$ cat src/rtl/bmp_rx_pkg.sv
// Shared types and constants for the BMP pixel stream receiver.
package bmp_rx_pkg;

   localparam int unsigned MAX_CH_DEF = 4;
   localparam int unsigned CH_W       = 3;
   localparam int unsigned ERR_W      = 4;

   localparam int unsigned ERR_EOL_EARLY = 0;
   localparam int unsigned ERR_EOL_MISS  = 1;
   localparam int unsigned ERR_SOF       = 2;
   localparam int unsigned ERR_CFG       = 3;

   typedef enum logic [1:0] {
      ST_IDLE     = 2'd0,
      ST_WAIT_SOF = 2'd1,
      ST_RECV     = 2'd2,
      ST_DONE     = 2'd3
   } state_t;

   // 8-bit complement (255 - b) when inversion is enabled; no carry possible.
   function automatic logic [7:0] invert_byte(input logic [7:0] b, input logic inv);
      return inv ? (8'hFF - b) : b;
   endfunction

endpackage

$ cat src/rtl/bmp_pixel_pack.sv
// Assembles channel bytes into one pixel word and registers it for the write port.
module bmp_pixel_pack
   import bmp_rx_pkg::*;
#(
   parameter int unsigned MAX_CH = MAX_CH_DEF
) (
   input  logic                  clk,
   input  logic                  reset_n,
   input  logic                  i_clear,
   input  logic                  i_take,
   input  logic                  i_restart,
   input  logic                  i_emit,
   input  logic [7:0]            i_data,
   input  logic                  i_invert,
   input  logic [CH_W-1:0]       i_channel,
   output logic                  o_last_c,
   output logic [8*MAX_CH-1:0]   o_wr_data
);

   logic [CH_W-1:0]     r_ch_cnt;
   logic [8*MAX_CH-1:0] r_asm;
   logic [8*MAX_CH-1:0] r_wr_data;

   logic [CH_W-1:0]     w_eff_ch;
   logic [7:0]          w_byte;
   logic [8*MAX_CH-1:0] w_word;

   // A start-of-frame byte always lands in position 0 of an empty word.
   assign w_eff_ch  = i_restart ? '0 : r_ch_cnt;
   assign o_last_c  = (w_eff_ch == (i_channel - CH_W'(1)));
   assign w_byte    = invert_byte(i_data, i_invert);
   assign o_wr_data = r_wr_data;

   // Merge the incoming byte into the partially assembled word.
   always_comb begin
      w_word = i_restart ? '0 : r_asm;
      for (int k = 0; k < int'(MAX_CH); k++) begin
         if (CH_W'(k) == w_eff_ch) begin
            w_word[8*k +: 8] = w_byte;
         end
      end
   end

   // Byte counter, assembly register and output word register.
   always_ff @(posedge clk or negedge reset_n) begin
      if (!reset_n) begin
         r_ch_cnt  <= '0;
         r_asm     <= '0;
         r_wr_data <= '0;
      end else if (i_clear) begin
         r_ch_cnt  <= '0;
         r_asm     <= '0;
      end else if (i_take) begin
         if (i_emit) begin
            r_wr_data <= w_word;
            r_asm     <= '0;
            r_ch_cnt  <= '0;
         end else begin
            r_asm     <= w_word;
            r_ch_cnt  <= w_eff_ch + CH_W'(1);
         end
      end
   end

endmodule

$ cat src/rtl/bmp_pixel_rx.sv
// Byte-serial BMP pixel receiver: frame FSM, geometry counters and error tracking.
module bmp_pixel_rx
   import bmp_rx_pkg::*;
#(
   parameter int unsigned DIM_W  = 12,
   parameter int unsigned ADDR_W = 20,
   parameter int unsigned MAX_CH = MAX_CH_DEF
) (
   input  logic                  clk,
   input  logic                  reset_n,
   input  logic                  start,
   input  logic [DIM_W-1:0]      cfg_width,
   input  logic [DIM_W-1:0]      cfg_height,
   input  logic [CH_W-1:0]       cfg_channel,
   input  logic                  cfg_invert,
   input  logic                  s_valid,
   output logic                  s_ready,
   input  logic [7:0]            s_data,
   input  logic                  s_sof,
   input  logic                  s_eol,
   output logic                  wr_en,
   output logic [ADDR_W-1:0]     wr_addr,
   output logic [8*MAX_CH-1:0]   wr_data,
   output logic                  busy,
   output logic                  done,
   output logic [ERR_W-1:0]      err
);

   state_t            r_state;
   logic [DIM_W-1:0]  r_width;
   logic [DIM_W-1:0]  r_height;
   logic [CH_W-1:0]   r_channel;
   logic              r_invert;
   logic [DIM_W-1:0]  r_x;
   logic [DIM_W-1:0]  r_y;
   logic [ADDR_W-1:0] r_addr;
   logic [ADDR_W-1:0] r_base;
   logic [ADDR_W-1:0] r_wr_addr;
   logic              r_s_ready;
   logic              r_wr_en;
   logic              r_busy;
   logic              r_done;
   logic [ERR_W-1:0]  r_err;

   logic              w_acc;
   logic              w_take;
   logic              w_restart;
   logic              w_clear;
   logic              w_cfg_ok;
   logic              w_last_px;
   logic              w_x_end;
   logic              w_y_end;
   logic              w_line_end;
   logic              w_eol_early;
   logic              w_emit;
   logic              w_next_line;
   logic [DIM_W-1:0]  w_eff_x;
   logic [DIM_W-1:0]  w_eff_y;
   logic [ADDR_W-1:0] w_eff_addr;
   logic [ADDR_W-1:0] w_eff_base;
   logic [ADDR_W-1:0] w_next_base;

   // Handshake qualification; outside a frame only an sof byte is taken.
   assign w_acc     = s_valid & r_s_ready;
   assign w_restart = w_acc & s_sof;
   assign w_take    = w_acc & ((r_state == ST_RECV) | s_sof);
   assign w_clear   = (r_state == ST_IDLE) & start;
   assign w_cfg_ok  = (cfg_width != '0) && (cfg_height != '0) && (cfg_channel != '0) &&
                      (32'(cfg_channel) <= MAX_CH);

   // An sof byte is evaluated at the origin of a restarted frame.
   assign w_eff_x     = s_sof ? '0 : r_x;
   assign w_eff_y     = s_sof ? '0 : r_y;
   assign w_eff_addr  = s_sof ? '0 : r_addr;
   assign w_eff_base  = s_sof ? '0 : r_base;
   assign w_next_base = w_eff_base + ADDR_W'(r_width);

   assign w_x_end     = (w_eff_x == (r_width - DIM_W'(1)));
   assign w_y_end     = (w_eff_y == (r_height - DIM_W'(1)));
   assign w_line_end  = w_last_px & w_x_end;
   assign w_eol_early = s_eol & ~w_line_end;
   assign w_emit      = w_take & (w_last_px | s_eol);
   assign w_next_line = w_take & (w_line_end | s_eol);

   assign s_ready = r_s_ready;
   assign wr_en   = r_wr_en;
   assign wr_addr = r_wr_addr;
   assign busy    = r_busy;
   assign done    = r_done;
   assign err     = r_err;

   bmp_pixel_pack #(
      .MAX_CH (MAX_CH)
   ) u_pack (
      .clk       (clk),
      .reset_n   (reset_n),
      .i_clear   (w_clear),
      .i_take    (w_take),
      .i_restart (s_sof),
      .i_emit    (w_emit),
      .i_data    (s_data),
      .i_invert  (r_invert),
      .i_channel (r_channel),
      .o_last_c  (w_last_px),
      .o_wr_data (wr_data)
   );

   // Frame FSM with position counters, write strobe and sticky errors.
   always_ff @(posedge clk or negedge reset_n) begin
      if (!reset_n) begin
         r_state   <= ST_IDLE;
         r_width   <= '0;
         r_height  <= '0;
         r_channel <= '0;
         r_invert  <= 1'b0;
         r_x       <= '0;
         r_y       <= '0;
         r_addr    <= '0;
         r_base    <= '0;
         r_wr_addr <= '0;
         r_s_ready <= 1'b0;
         r_wr_en   <= 1'b0;
         r_busy    <= 1'b0;
         r_done    <= 1'b0;
         r_err     <= '0;
      end else begin
         r_wr_en <= 1'b0;
         r_done  <= 1'b0;
         case (r_state)
            ST_IDLE: begin
               if (start) begin
                  r_width   <= cfg_width;
                  r_height  <= cfg_height;
                  r_channel <= cfg_channel;
                  r_invert  <= cfg_invert;
                  r_x       <= '0;
                  r_y       <= '0;
                  r_addr    <= '0;
                  r_base    <= '0;
                  if (w_cfg_ok) begin
                     r_err     <= '0;
                     r_state   <= ST_WAIT_SOF;
                     r_s_ready <= 1'b1;
                     r_busy    <= 1'b1;
                  end else begin
                     r_err     <= ERR_W'(1) << ERR_CFG;
                     r_state   <= ST_DONE;
                  end
               end
            end
            ST_WAIT_SOF, ST_RECV: begin
               if (w_take) begin
                  r_state <= ST_RECV;
                  r_x     <= w_eff_x;
                  r_y     <= w_eff_y;
                  r_addr  <= w_eff_addr;
                  r_base  <= w_eff_base;
                  if (w_restart && (r_state == ST_RECV)) r_err[ERR_SOF] <= 1'b1;
                  if (w_line_end && !s_eol)              r_err[ERR_EOL_MISS] <= 1'b1;
                  if (w_eol_early)                       r_err[ERR_EOL_EARLY] <= 1'b1;
                  if (w_emit) begin
                     r_wr_en   <= 1'b1;
                     r_wr_addr <= w_eff_addr;
                  end
                  if (w_next_line) begin
                     r_x    <= '0;
                     r_y    <= w_eff_y + DIM_W'(1);
                     r_addr <= w_next_base;
                     r_base <= w_next_base;
                     if (w_y_end) begin
                        r_state   <= ST_DONE;
                        r_s_ready <= 1'b0;
                        r_busy    <= 1'b0;
                     end
                  end else if (w_last_px) begin
                     r_x    <= w_eff_x + DIM_W'(1);
                     r_addr <= w_eff_addr + ADDR_W'(1);
                  end
               end
            end
            ST_DONE: begin
               r_done  <= 1'b1;
               r_state <= ST_IDLE;
            end
            default: begin
               r_state <= ST_IDLE;
            end
         endcase
      end
   end

endmodule

$ cat config.mk
export PLATFORM = sky130hd
export DESIGN_NAME = bmp_pixel_rx
export DESIGN_NICKNAME = d
export VERILOG_FILES = /design/src/rtl/bmp_rx_pkg.sv /design/src/rtl/bmp_pixel_pack.sv /design/src/rtl/bmp_pixel_rx.sv
export SDC_FILE = /design/constraint.sdc
export NUM_CORES = 1
export LEC_CHECK = 0
export CORE_UTILIZATION = 40
export CTS_BUF_LIST = sky130_fd_sc_hd__clkbuf_4 sky130_fd_sc_hd__clkbuf_8
export CTS_CLUSTER_DIAMETER = 120
export DETAILED_ROUTE_END_ITERATION = 16
export DONT_BUFFER_PORTS = 1
export PLACE_DENSITY = 0.55
export SLEW_MARGIN = 10
export SYNTH_ARGS = -nofsm -noshare
export SYNTH_HDL_FRONTEND = slang
export SYNTH_SLANG_ARGS = --single-unit
export TNS_END_PERCENT = 30
$ cat constraint.sdc
create_clock -name clk -period 6.5 [get_ports clk]
set_clock_uncertainty 0.1 [all_clocks]
set_input_delay 1.625 -clock clk [delete_from_list [all_inputs] [get_ports clk]]
set_output_delay 1.625 -clock clk [all_outputs]
set_load 0.01 [all_outputs]
# After elaboration in Yosys (flattened, before gate mapping)

Cells that the tools add are included.

Output and inout port bits: 60
Bits in registers: 188

Bitwise logic cells: 13
Mux-type cells: 56
Add/subtract/negate cells: 9
Equality and inequality tests: 17
Order comparisons: 1
Reduce and logical (&&, ||, !) cells: 23

Operator list:

| operator                | count |
|---|---|
| $mux W20                | 8 |
| $mux W32                | 4 |
| $mux W12                | 8 |
| $pmux W20 S2            | 2 |
| $pmux W12 S2            | 2 |
| $mux W8                 | 5 |
| $add A12 B1 Y12 const B | 2 |
| $eq A12 B12 Y1          | 2 |
| $reduce_bool A12 Y1     | 2 |
| $sub A12 B1 Y12 const B | 2 |
| $add A20 B1 Y20 const B | 1 |
| $add A20 B12 Y20        | 1 |
| $mux W3                 | 6 |
| $ne A2 B2 Y1 const B    | 8 |
| $mux W1                 | 14 |
| $reduce_and A4 Y1       | 3 |
| $reduce_and A3 Y1       | 3 |
| $and A1 B1 Y1           | 8 |
| $sub A8 B8 Y8 const A   | 1 |
| $eq A2 B3 Y1 const A    | 2 |
| $mux W2                 | 3 |
| $pmux W2 S3             | 1 |
| $pmux W3 S2             | 1 |
| $reduce_and A6 Y1       | 1 |
| 19 further kinds        | 29 |

# Longest topological paths before layout

Depth after elaboration: 8
Depth in mapped cells: 18

# Modules after synthesis

Synthesis repeated with hierarchy kept, for this count alone.

Cells, all modules: 1197
Area total of the unflattened synthesis: 11066.9 µm²

Modules (own cells, without submodules):

| module         | seq. area each (µm²) | area each (µm²) | instances | cells an instance |
|---|---|---|---|---|
| bmp_pixel_rx   | 3027.9               | 7679.9          | 1         | 867 |
| bmp_pixel_pack | 1676.6               | 3387.0          | 1         | 330 |

# Worst setup path after synthesis

No wires, ideal clock.

Kind: input to register
Start: in s_sof
End: reg r_base[14]
Arrival time: 5.014 ns
Setup time: 0.096 ns
Stages: 17
Data required time: 6.304 ns
Path slack: 1.290 ns
Cells stage by stage: buf_6 -> buf_6 -> clkbuf_1 -> clkbuf_1 -> buf_1 -> clkbuf_1 -> nor2b_1 -> ha_1 -> a21oi_1 -> nand2_1 -> o21ai_0 -> o2111ai_1 -> a21oi_1 -> nand3b_1 -> o21ai_0 -> a21bo_2 -> o31ai_1

Cells in the longest elaborated chain, start to end: 8
Elaborated cells between the ends (all ways): 16
Classes of those cells: add/sub (1); eq/ne (3); mux (6); bitwise (5); reduce/logical (1)

RTL lines:

| what                                                     | RTL line            | RTL |
|---|---|---|
| start: declaration                                       | bmp_pixel_rx.sv:19  | `input logic s_sof,` |
| branches (longest 8 deep; another with $add A20 B12 Y20) | n/a                 |  |
| end signal: assignment                                   | bmp_pixel_rx.sv:157 | `r_base <= w_eff_base;` |
| end signal: assignment                                   | bmp_pixel_rx.sv:169 | `r_base <= w_next_base;` |
| end: declaration                                         | bmp_pixel_rx.sv:37  | `logic [ADDR_W-1:0] r_base;` |

Parallel ways; which one is timed is not known. The select of a mux whose other input is x is not followed.
A chain may end at the register's enable or synchronous reset.

# Worst setup path in the final report

Start: in s_sof
End: reg r_base[15]

The elaborated chain is that of the path after synthesis.

==> run metrics <==
routability cong. 0.820; DR vias/cell ~5.8; cell taking the most area after synthesis dfrtp_1; CTS buffer count 17; max-cap violation count 0; # rows 59; DRC 6; Max Freq 237 MHz; CTS tree yes; CTS Buffer Depth 2; RSZ-0062 raised after global routing no; Nets 1203; Hold Buf Count CTS 0; cell area power density between 300 and 400 mW/mm^2; outcome finished, violations left; P&R area growth vs syn 6.24%; critical path startpoint category input pin; Die Wd about 170 um; DIE AREA about 0.028 mm^2; post-CTS sizing 0; wl on met1 14400 um; GR Util All Layers 0.213; Worst VDD drop approximately 190 uV; met2 WL between 10000 and 15000 um; final hold viol count 0; Post-Syn Instances around 1200; uppermost routed layer met4; IO Pins 102; Detailed Place HPWL between 15000 and 20000 um; clk slew on worst S/H paths roughly 0.11 ns; layout cell share with drive strength beyond 1 0.0915; Pre-Repair DR Iteration Count 11; Rel. slew slack 0.170; # fillers around 2600; global route total overflow 0; setup tns final 0 ns; violated checks design-rule violations; crit path DAT approximately 4.5 ns; Final Critical Period roughly 4.2 ns; DRT Wirelength 28900 um; Seq/Total Area, Yosys 0.435; Tightest Hold Check Type reg -> reg; Cell Area, Synth 0.0108 mm^2; Syn Nets 1236; Post-synth ARST share 1.00; Synth top area share 0.435; WL met3 about 1500 um; CTS sink count around 190; initial core utilization 0.412; Critical Path Fanout Max slightly below 80; Root Buffer clkbuf_8; Final period util 0.649; antenna fix cells 0; antenna viol nets, final 0; Post CTS Setup Buffer Count 0; vias in the first global route slightly above 8000; Avg Cell Area, Syn roughly 9 um^2; Static Leak between 4 and 5 nW; synth warn 0; Critical Path End Type register; PortBufs 0; die height roughly 170 um; crit path kind in -> reg; largest cells by area after synthesis dfrtp_1 43%, nand2_1 5.8%, o21ai_0 4.1%; via count 8643; register bit total from synthesis 188; 1st-iter DRT viols 732; largest net degree at the start of global routing between 150 and 200; Post-synth EDFFs 0; Clock H-tree levels 4; Max Slew Vio Count 0; post-placement cell count roughly 1500; WL/cell 19.5 um; Core Area roughly 0.026 mm^2; Worst Tran Pin Value 1.24 ns; first-pass GRT wire length roughly 47000 um; ys flop type dfrtp_1; initial antenna violation count 0; Distinct cells, synth 87; post-route insts no fill about 1500; CP required about 6.8 ns; final setup vio count 0; Worst-Skew Late Latency 0.50 ns
## registers in the layout (all words and copies together), names as in the netlist, 2 cells and up
| signal | cells |
|---|---|
| err | 4 |
| r_height | 12 |
| r_base | 20 |
| r_width | 12 |
| r_y | 12 |
| u_pack.r_asm | 32 |
| r_addr | 20 |
| r_state | 2 |
| wr_addr | 20 |
| r_channel | 3 |
| r_x | 12 |
| u_pack.r_ch_cnt | 3 |
| u_pack.o_wr_data | 32 |
## power breakdown
| group | internal (mW) | total [mW] | switching [mW] | leakage, nW |
|---|---|---|---|---|
| clock | 0.309 | 0.846 | 0.536 | 0.217 |
| sequential | 1.46 | 1.84 | 0.374 | 2.52 |
| combinational | 0.726 | 1.91 | 1.18 | 2.15 |
## synth_stat cells, types with 4 or more instances
library cell,n
a211o_1,5
a211oi_1,7
a21o_1,7
a21oi_1,43
a22o_1,34
a22oi_1,25
a31oi_1,19
a32o_1,10
and2_1,8
and3_1,15
buf_1,8
buf_2,6
buf_6,4
clkbuf_1,43
dfrtp_1,188
ha_1,26
inv_1,27
mux2_2,37
mux2i_1,10
nand2_1,166
nand2b_1,7
nand3_1,37
nand3b_1,4
nand4_1,12
nor2_1,70
nor2b_1,39
nor3_1,21
nor3b_1,5
nor4_1,12
o211ai_1,11
o21ai_0,88
o21ai_1,7
o22ai_1,4
o31ai_1,9
o41ai_1,5
or3_1,10
or4_1,6
xnor2_1,44
xor2_1,21
## cells in the final DEF, fill, tap and decap left out, types with 12 or more instances in the layout
cell,count
a22o_1,34
inv_1,27
nand2_1,166
xor2_1,21
nor3_1,20
a31oi_1,19
dfrtp_1,188
and3_1,15
o21ai_0,88
nor2b_1,39
a22oi_1,25
nor2_1,70
ha_1,26
xnor2_1,44
buf_4,12
a21oi_1,43
nand4_1,12
clkbuf_8,17
nor4_1,12
nand3_1,36
mux2_2,37
## logic make-up after synthesis
logic type                 count (synthesis)  synth area share
adders and majority gates                 27            0.0319
muxes                                     47            0.0477
DFF                                      188             0.435
AOI/OAI and AO/OA                        310             0.195
buffers and inverters                     92            0.0359
xor gates and xnor gates                  65            0.0526
and+or+nand+nor                          438             0.202
## worst paths after layout
check / cells after the start / slack (ns) / endpoint / startpoint
setup / recovery: 10 / 2.28 / r_base[15] / s_sof
hold / removal: 2 / 0.39 / r_base[9] / r_base[9]
setup reg to reg: 10 / 2.58 / r_base[18] / r_width[0]
hold reg to reg: 2 / 0.39 / r_base[9] / r_base[9]
max in group asynchronous: 0 / 5.17 / err[2] / reset_n
min in group asynchronous: 0 / 0.71 / wr_addr[6] / reset_n
## through the flow
step | worst slack, ns | hold WS (ns) | utilization | area [um^2] | power (mW)
after floorplan | 1.29 | 0.338 | - | 10800 | 3.22
after global placement | 1.90 | 0.355 | 0.421 | 11100 | 3.74
after detailed placement | 1.85 | 0.361 | 0.421 | 11100 | 3.76
after CTS | 2.37 | 0.394 | 0.437 | 11500 | 4.62
after global routing | 2.16 | 0.413 | 0.438 | 11500 | 4.92
final | 2.28 | 0.389 | 0.438 | 11500 | 4.59
## area by class of cell
class	count	area (um^2)	share of cell area
timing repair buffer	12	90.1	0.00783
tap	335	419	0.0364
clock buffer	17	234	0.0203
sequential	188	4700	0.409
multi-input combinational	887	5740	0.499
inverter	28	105	0.00914
clock inverter	15	206	0.0180
## critical path, cell delays in order
cell	delay, ns
nand2b_1	0.22
o32a_1	0.39
a21oi_2	0.13
buf_4	0.25
nor4b_4	0.30
a41oi_2	0.34
nor2_2	0.37
buf_4	0.28
nand2_1	0.14
o41ai_1	0.40
## per-layer routing
layer  vias to the layer above  global-route usage
met3                        26              0.0442
met1                      4257               0.313
met2                       187               0.321
met4                         0              0.0479
met5                         -                   0
li1                       4173                   -
Note: power is estimated with default switching activity, not from simulation.
==> variant, RTL diff (same settings) <==
Put one more register stage on the output `err`, cleared by the reset. The value now appears one clock later. The other outputs are not delayed to match.
--- a/src/rtl/bmp_pixel_rx.sv
+++ b/src/rtl/bmp_pixel_rx.sv
@@ -89,3 +89,9 @@
    assign done    = r_done;
-   assign err     = r_err;
+   always_ff @(posedge clk or negedge reset_n) begin
+      if (!reset_n) begin
+         err <= '0;
+      end else begin
+         err <= r_err;
+      end
+   end
 
Check against the original RTL: not equivalent (Yosys sat finds a counterexample within 4 cycles, from zero or initial values and one cycle with reset_n low).
==> variant against the unedited design <==
Non-clock buffer count is the same; core utilization shrank 0.43 points; sequential cell count grew 4; routed wire length grew 4.4%; design area grew 1.3%; sequential share of layout area grew 0.35 points; synthesized area grew 1.1%; register-to-register slack lost 0.29 ns; worst setup slack lost 0.20 ns; critical endpoint is now r_y[8]; largest cell class unchanged.
Power is not compared: it rests on default switching activity, and its combinational part moved more than twofold at a synthesized area within 25%.
==> variant: results (changes against the unedited design) <==
.. list-table::
   :header-rows: 1

   * - Metric
     - Value
   * - Iter 0 DRT Violations
     - 680 (-7.1%)
   * - Fraction of area in multi-input gates
     - 0.495 (-0.00381)
   * - Unique cell type count in the Yosys netlist
     - 77 (-11%)
   * - Number of global-route vias before repair
     - 8,609 (+3.6%)
   * - Hold-critical path depth
     - 0 (-2)
   * - Largest net degree at the start of global routing
     - 193 (+2.1%)
   * - Mean area per synthesized cell
     - 9.42 um2 (+1.5%)
   * - Detailed Place HPWL
     - 20,500 um (+3.8%)
   * - Worst path max stage delay
     - 0.49 ns (+0.09 ns)
   * - Fill count
     - 2,640 (+2.5%)
   * - Area share of buffers outside the clock network
     - 0.00774 (-0.0000968)
   * - Routed length on met2
     - 14,900 um (+16%)
   * - Min-Delay Endpoint
     - err[3]
   * - Outcome
     - complete, no violations
   * - Number of detailed-routing iterations run before antenna repair
     - 5 (-6)
   * - Met3 track utilization from global routing
     - 0.0319 (-0.0123)
   * - CTS clock-pin slew for the worst setup and hold paths
     - 0.13 ns (+0.02 ns)
   * - Number of synthesized register bits
     - 192 (+2.1%)
   * - Arrival time worst endpoint
     - 4.70 ns (+0.20 ns)
   * - Post-Route Hold Slack
     - 0.296 ns (-0.0924 ns)
   * - Post-place instance area
     - 11,200 um2 (+1.3%)
   * - Commonest cells in the synthesized netlist
     - sky130_fd_sc_hd__dfrtp_1, sky130_fd_sc_hd__nand2_1, sky130_fd_sc_hd__o21ai_0
   * - Pin slew with the least headroom to its limit
     - 1.04 ns (-0.201 ns)
   * - Worst reg2reg startpoint
     - r_width[1]
   * - Setup slack after placement
     - 1.65 ns (-0.207 ns)
## variant: cell count changes after synthesis, moves of 5 or more
cell	unedited run	this run
sky130_fd_sc_hd__nand2_1	166	155
sky130_fd_sc_hd__nand2b_1	7	14
sky130_fd_sc_hd__o31ai_1	9	2
sky130_fd_sc_hd__nor4_1	12	19
sky130_fd_sc_hd__o21ai_1	7	2
sky130_fd_sc_hd__nor2_1	70	54
sky130_fd_sc_hd__clkbuf_1	43	51
sky130_fd_sc_hd__a31oi_1	19	24
## variant: cell families (layout without fill, tap and decap cells)
family | count (synthesis) | after routing | synth area share
xor+xnor | 66 | 66 | 0.0541
fa+ha+maj | 27 | 27 | 0.0316
simple gates | 418 | 418 | 0.192
compound gates | 318 | 318 | 0.201
buf+inv | 94 | 72 | 0.0350
mux | 47 | 47 | 0.0469
flops | 192 | 192 | 0.439
